## src/rtl/trap_ctrl_pkg.sv

```systemverilog
// Shared definitions for the machine-mode trap sequencer: FSM states,
// CSR write addresses and the per-source cause table.
package trap_ctrl_pkg;

  typedef enum logic [2:0] {
    ST_IDLE,
    ST_W_MEPC,
    ST_W_MCAUSE,
    ST_W_MTVAL,
    ST_W_MIPD,
    ST_REDIRECT,
    ST_HANDLER,
    ST_RET
  } state_e;

  localparam logic [11:0] CSR_MTVEC  = 12'h305;
  localparam logic [11:0] CSR_MEPC   = 12'h341;
  localparam logic [11:0] CSR_MCAUSE = 12'h342;
  localparam logic [11:0] CSR_MTVAL  = 12'h343;
  localparam logic [11:0] CSR_MIPD   = 12'h100;

  localparam logic [3:0] CAUSE_MEM_ERR = 4'd3;
  localparam logic [3:0] CAUSE_DIV0    = 4'd2;
  localparam logic [3:0] CAUSE_EBREAK  = 4'd1;

  // Source index to mcause code; unlisted sources report cause 0.
  function automatic logic [3:0] cause_code(input logic [7:0] src);
    case (src)
      8'd0:    cause_code = CAUSE_MEM_ERR;
      8'd1:    cause_code = CAUSE_DIV0;
      8'd2:    cause_code = CAUSE_EBREAK;
      default: cause_code = 4'd0;
    endcase
  endfunction

endpackage

```

## src/rtl/trap_ctrl_prio_enc.sv

```systemverilog
// Fixed-priority request encoder: the lowest set index wins and is
// reported as a valid flag, a one-hot grant and a binary index.
module trap_prio_enc
  import trap_ctrl_pkg::*;
#(
  parameter int NUM_SRC = 3,
  parameter int IDX_W   = (NUM_SRC > 1) ? $clog2(NUM_SRC) : 1
) (
  input  logic [NUM_SRC-1:0] req,
  output logic               valid,
  output logic [NUM_SRC-1:0] grant,
  output logic [IDX_W-1:0]   idx
);

  // Scanning downwards lets the lowest set index overwrite any higher one.
  always_comb begin
    valid = 1'b0;
    grant = '0;
    idx   = '0;
    for (int i = NUM_SRC - 1; i >= 0; i--) begin
      if (req[i]) begin
        valid    = 1'b1;
        grant    = '0;
        grant[i] = 1'b1;
        idx      = IDX_W'(i);
      end
    end
  end

endmodule

```

## src/rtl/trap_ctrl.sv

```systemverilog
// Trap-entry/return sequencer: writes mepc/mcause/[mtval]/mipd one per cycle,
// redirects to mtvec and returns to mepc on mret. Macro TRAP_CTRL_MTVAL_EN adds the mtval write.
module trap_ctrl
  import trap_ctrl_pkg::*;
#(
  parameter int NUM_SRC = 3,
  parameter int XLEN    = 32
) (
  input  logic                    clk,
  input  logic                    rst,
  input  logic [NUM_SRC-1:0]      trap_req,
  input  logic [NUM_SRC*XLEN-1:0] trap_val,
  input  logic [XLEN-1:0]         trap_pc,
  output logic [NUM_SRC-1:0]      trap_ack,
  input  logic [XLEN-1:0]         mtvec_q,
  input  logic [XLEN-1:0]         mepc_q,
  input  logic                    mret,
  output logic                    csr_we,
  output logic [11:0]             csr_addr,
  output logic [XLEN-1:0]         csr_wdata,
  output logic                    pc_redirect,
  output logic [XLEN-1:0]         pc_target,
  output logic                    stall,
  output logic                    in_trap
);

  localparam int IDX_W = (NUM_SRC > 1) ? $clog2(NUM_SRC) : 1;

  state_e             state_q, state_d;
  logic [IDX_W-1:0]   src_q, src_d;
  logic [XLEN-1:0]    pc_q, pc_d;

  logic               req_valid;
  logic [NUM_SRC-1:0] req_grant;
  logic [IDX_W-1:0]   req_idx;

  trap_prio_enc #(
    .NUM_SRC (NUM_SRC),
    .IDX_W   (IDX_W)
  ) u_prio_enc (
    .req   (trap_req),
    .valid (req_valid),
    .grant (req_grant),
    .idx   (req_idx)
  );

`ifdef TRAP_CTRL_MTVAL_EN
  logic [XLEN-1:0] val_q, val_d;
  logic [XLEN-1:0] val_sel;

  always_comb begin
    val_sel = '0;
    for (int i = 0; i < NUM_SRC; i++) begin
      if (req_grant[i]) val_sel = trap_val[i*XLEN +: XLEN];
    end
  end

  logic unused_ok;
  assign unused_ok = ^mtvec_q[1:0];
`else
  logic unused_ok;
  assign unused_ok = ^{mtvec_q[1:0], trap_val};
`endif

  always_ff @(posedge clk) begin
    if (rst) begin
      state_q <= ST_IDLE;
      src_q   <= '0;
      pc_q    <= '0;
`ifdef TRAP_CTRL_MTVAL_EN
      val_q   <= '0;
`endif
    end else begin
      state_q <= state_d;
      src_q   <= src_d;
      pc_q    <= pc_d;
`ifdef TRAP_CTRL_MTVAL_EN
      val_q   <= val_d;
`endif
    end
  end

  // Capture is suppressed during reset so no ack escapes in the reset cycle.
  always_comb begin
    state_d     = state_q;
    src_d       = src_q;
    pc_d        = pc_q;
`ifdef TRAP_CTRL_MTVAL_EN
    val_d       = val_q;
`endif
    trap_ack    = '0;
    csr_we      = 1'b0;
    csr_addr    = '0;
    csr_wdata   = '0;
    pc_redirect = 1'b0;
    pc_target   = '0;
    stall       = 1'b0;
    in_trap     = 1'b0;

    case (state_q)
      ST_IDLE: begin
        if (req_valid && !rst) begin
          trap_ack = req_grant;
          stall    = 1'b1;
          src_d    = req_idx;
          pc_d     = trap_pc;
`ifdef TRAP_CTRL_MTVAL_EN
          val_d    = val_sel;
`endif
          state_d  = ST_W_MEPC;
        end
      end
      ST_W_MEPC: begin
        csr_we    = 1'b1;
        csr_addr  = CSR_MEPC;
        csr_wdata = pc_q;
        stall     = 1'b1;
        state_d   = ST_W_MCAUSE;
      end
      ST_W_MCAUSE: begin
        csr_we    = 1'b1;
        csr_addr  = CSR_MCAUSE;
        csr_wdata = {{(XLEN-4){1'b0}}, cause_code(8'(src_q))};
        stall     = 1'b1;
`ifdef TRAP_CTRL_MTVAL_EN
        state_d   = ST_W_MTVAL;
`else
        state_d   = ST_W_MIPD;
`endif
      end
`ifdef TRAP_CTRL_MTVAL_EN
      ST_W_MTVAL: begin
        csr_we    = 1'b1;
        csr_addr  = CSR_MTVAL;
        csr_wdata = val_q;
        stall     = 1'b1;
        state_d   = ST_W_MIPD;
      end
`endif
      ST_W_MIPD: begin
        csr_we    = 1'b1;
        csr_addr  = CSR_MIPD;
        csr_wdata = '0;
        stall     = 1'b1;
        state_d   = ST_REDIRECT;
      end
      ST_REDIRECT: begin
        pc_redirect = 1'b1;
        pc_target   = {mtvec_q[XLEN-1:2], 2'b00};
        stall       = 1'b1;
        state_d     = ST_HANDLER;
      end
      ST_HANDLER: begin
        in_trap = 1'b1;
        if (mret) state_d = ST_RET;
      end
      ST_RET: begin
        csr_we      = 1'b1;
        csr_addr    = CSR_MIPD;
        csr_wdata   = XLEN'(1);
        pc_redirect = 1'b1;
        pc_target   = mepc_q;
        stall       = 1'b1;
        state_d     = ST_IDLE;
      end
      default: state_d = ST_IDLE;
    endcase
  end

endmodule

```

## config.mk

```make
export PLATFORM = sky130hd
export DESIGN_NAME = trap_ctrl
export DESIGN_NICKNAME = d
export VERILOG_FILES = /design/src/rtl/trap_ctrl_pkg.sv /design/src/rtl/trap_ctrl_prio_enc.sv /design/src/rtl/trap_ctrl.sv
export SDC_FILE = /design/constraint.sdc
export NUM_CORES = 1
export LEC_CHECK = 0
export ABC_AREA = 1
export CAP_MARGIN = 10
export CORE_AREA = 2 2 108 110
export DETAILED_ROUTE_END_ITERATION = 6
export DIE_AREA = 0 0 110 112
export PLACE_DENSITY = 0.75
export SLEW_MARGIN = 20
export SYNTH_ARGS = -nofsm -noshare
export SYNTH_HDL_FRONTEND = slang
export SYNTH_SLANG_ARGS = --single-unit
```

## constraint.sdc

```tcl
create_clock -name clk -period 2.2 [get_ports clk]
set_input_delay 0.44 -clock clk [delete_from_list [all_inputs] [get_ports clk]]
set_output_delay 0.44 -clock clk [all_outputs]
set_load 0.005 [all_outputs]
```

==> metrics.txt <==
Hold Path Stages=2; cell depth of the worst flop-to-flop path=14; drc violations=0; Setup crit start=state_q[0]; Synth cell types=27; Buffers on Ports=175; Critical R2R Launch=state_q[0]; ys async rst share=0%; HP Class=flip-flop to flip-flop; synth warn=0; Design Area, Final=roughly 4800 um2; Slew @ Worst Pin=between 0.5 and 0.6 ns; startpoint types=flip-flop; VDD IR max=between 300 and 400 uV; clock sinks=37; total of max-cap violations=0; Worst Clk Skew=0.00516 ns; worst hold endpoint=pc_q[29]; Detailed Place HPWL=about 6.3 mm; grt total ovfl=0; CP arrival=2.38 ns; Worst R2R Setup Slack=between 0.03 and 0.04 ns; internal power=about 1.7 mW; # IOs=approximately 280; WL per Instance=12.3 um; DRT antenna net count=0; Required @ worst endpoint=roughly 2.4 ns; GR Util met3=4.16%; register share of total power=approximately a third; HP Start=pc_q[29]; Root Buffer=clkbuf_16; Inserted Diodes=0; routing usage on met1=a little over an eighth; Longest Clk Path Bufs=2; area of the multi-input gates=about 1300 um2; Final min period=about 2.2 ns; Area Overhead vs Synth=97.6%; RR Endpoint=src_q[1]; Rows=39; Comb pwr share=36.3%; P per Cell Area=504 nW/um2; CP max FO=4; DR pass1 iterations=5; status=complete, no violations; Setup CP Type=flip-flop to flip-flop; largest net degree at the start of global routing=between 50 and 60; vias per cell=4.11; CTS Hold Bufs=0; Tot Pwr=around 2.4 mW; CP endpoint kind=flip-flop; CTS tree=done; Clock power frac=~29%; Post-Route WL=8.85 mm; Max-slew headroom=between 60% and 70%; number of global-route vias before repair=~2.8k; synth top area cells=dfxtp_1 (30%), inv_1 (11%), nand2_1 (11%), nand3_1 (9.6%), nand3_2 (6.5%); Final Hold Violating Endpoints=0; area share of the largest cell type after synthesis=slightly above 30%; Die Span X=110 um; final period utilization=98.3%; Die ar.=roughly 12000 um2; Primary FF master, synth=dfxtp_1; Seq/Total Area, Yosys=a little under a third; Initial Util=22.0%; Leakage Power=2.79 nW; final net count=773; gr usage total=between 10% and 20%; Post-synth EDFFs=0; total CTS buffers=5; area post-placement=between 4000 and 5000 um2; GPL Wtd Cong=0.769; post-synth top area cell=dfxtp_1; Netlist Area Pre-Place=2450 um2; GRT busiest layer=met2; Fmax=between 400 and 500 MHz; Fillers=1136; register area=between 700 and 800 um2; via count=2953; H-tree levels=2; Worst-Skew Late Latency=about 0.28 ns; top-count cell post-synth=inv_1; share of layout cells above drive strength 1=between 20% and 30%; first-pass GRT wire length=around 13 mm; met2 usage=between 20% and 30%; switching share of power=~31%; initial antenna violation count=1; final setup fails=0; Slew Viols, Final=0; synthesis-stage register bit count=37; synth cell count leaders=inv_1 (75), nand2_1 (72), nand3_1 (47); Net Sw Power=~750 uW; Starting DRT DRC Count=90; die height=about 110 um; RSZ-0062 raised after global routing=true; Mean Syn Cell Area=between 6 and 7 um2; Post-Syn Instances=between 300 and 400; Core Region=around 11000 um2; clk slew on worst S/H paths=about 0.060 ns
[sequential cells by signal, indices dropped and copies added, names as in the netlist]
register	flops
pc_q	32
src_q	2
state_q	3
[critical path: stages (launching register included)]
cell     delay, ns
dfxtp_4       0.36
buf_4         0.15
buf_6         0.12
nor2_8        0.13
nand4_1       0.11
buf_4         0.16
buf_4         0.12
buf_4         0.12
buf_4         0.12
buf_4         0.12
buf_4         0.12
buf_4         0.12
buf_4         0.12
buf_4         0.12
a21oi_2       0.12
[layout make-up]
cell class              count  area share [%]
repair buffers            222            45.7
multi-input cells         230            25.9
flip-flops and latches     37            15.5
inverters                  79            6.25
well taps                 143            3.69
clock buffers               6            2.86
clock inverters             1           0.155
[worst max-delay path by stage]
stage,endpoint,slack (ns),depth (start not counted)
3_5_place_dp,trap_ack[0],-0.11,6
3_3_place_gp,trap_ack[0],-0.09,6
4_1_cts,pc_target[17],0.006,7
5_1_grt,src_q[1],-0.05,15
2_1_floorplan,stall,0.63,5
6_report,src_q[1],0.04,14
[cell usage in the layout (no fill, tap or decap), types with 7 or more instances in the layout]
| master | n |
|---|---|
| clkdlybuf4s50_1 | 101 |
| inv_1 | 74 |
| nand2_1 | 67 |
| dlygate4sd2_1 | 48 |
| nand3_1 | 47 |
| buf_4 | 39 |
| dfxtp_1 | 34 |
| nor2_1 | 32 |
| dlymetal6s2s_1 | 26 |
| o21ai_2 | 18 |
| nand3_2 | 16 |
| o21ai_0 | 14 |
| conb_1 | 7 |
[metrics by stage]
step | hold slack (ns) | cells | utilization [%] | setup WS (ns) | TNS (ns)
6_report | 0.470 | 718 | 43.4 | 0.0384 | 0
5_1_grt | 0.491 | 718 | 43.4 | -0.0457 | -0.0457
4_1_cts | 0.473 | 713 | 42.1 | 0.00584 | 0
3_5_place_dp | 0.465 | 680 | 38.7 | -0.106 | -0.289
3_3_place_gp | 0.447 | 680 | 38.7 | -0.0907 | -0.278
2_1_floorplan | 0.430 | 378 | - | 0.630 | 0
[cell families (layout without fill, tap and decap cells)]
| kind of cell | after synthesis | after routing | share of synthesized area, % |
|---|---|---|---|
| DFF | 37 | 37 | 30.2 |
| AOI/OAI and AO/OA | 42 | 42 | 11.6 |
| buffers and inverters | 111 | 308 | 21.6 |
| and+or+nand+nor | 181 | 181 | 36.4 |
| other | 1 | 7 | 0.153 |
[per-layer routing]
layer | part of all wire (%) | vias up
met5 | 0.15 | -
li1 | - | 1521
met2 | 51 | 133
met1 | 37 | 1286
met3 | 11 | 11
met4 | 1.2 | 2
[power by group through the flow]
| stage | Sequential, mW | Clock [mW] | Combinational (mW) |
|---|---|---|---|
| after global placement | 0.846 | 0 | 0.814 |
| final | 0.842 | 0.715 | 0.889 |
| after global routing | 0.857 | 0.773 | 0.976 |
| after detailed placement | 0.853 | 0 | 0.829 |
| after floorplan | 0.839 | 0 | 0.443 |
| after CTS | 0.841 | 0.742 | 0.859 |
[timing repair]
action                     4_1_cts  5_1_grt
setup endpoints to repair       69       24
setup buffers                   25        4
gates resized for setup         70       34
pin swaps                        6        5
cloned                           1        1
No activity file was read; power rests on OpenSTA's default activity.
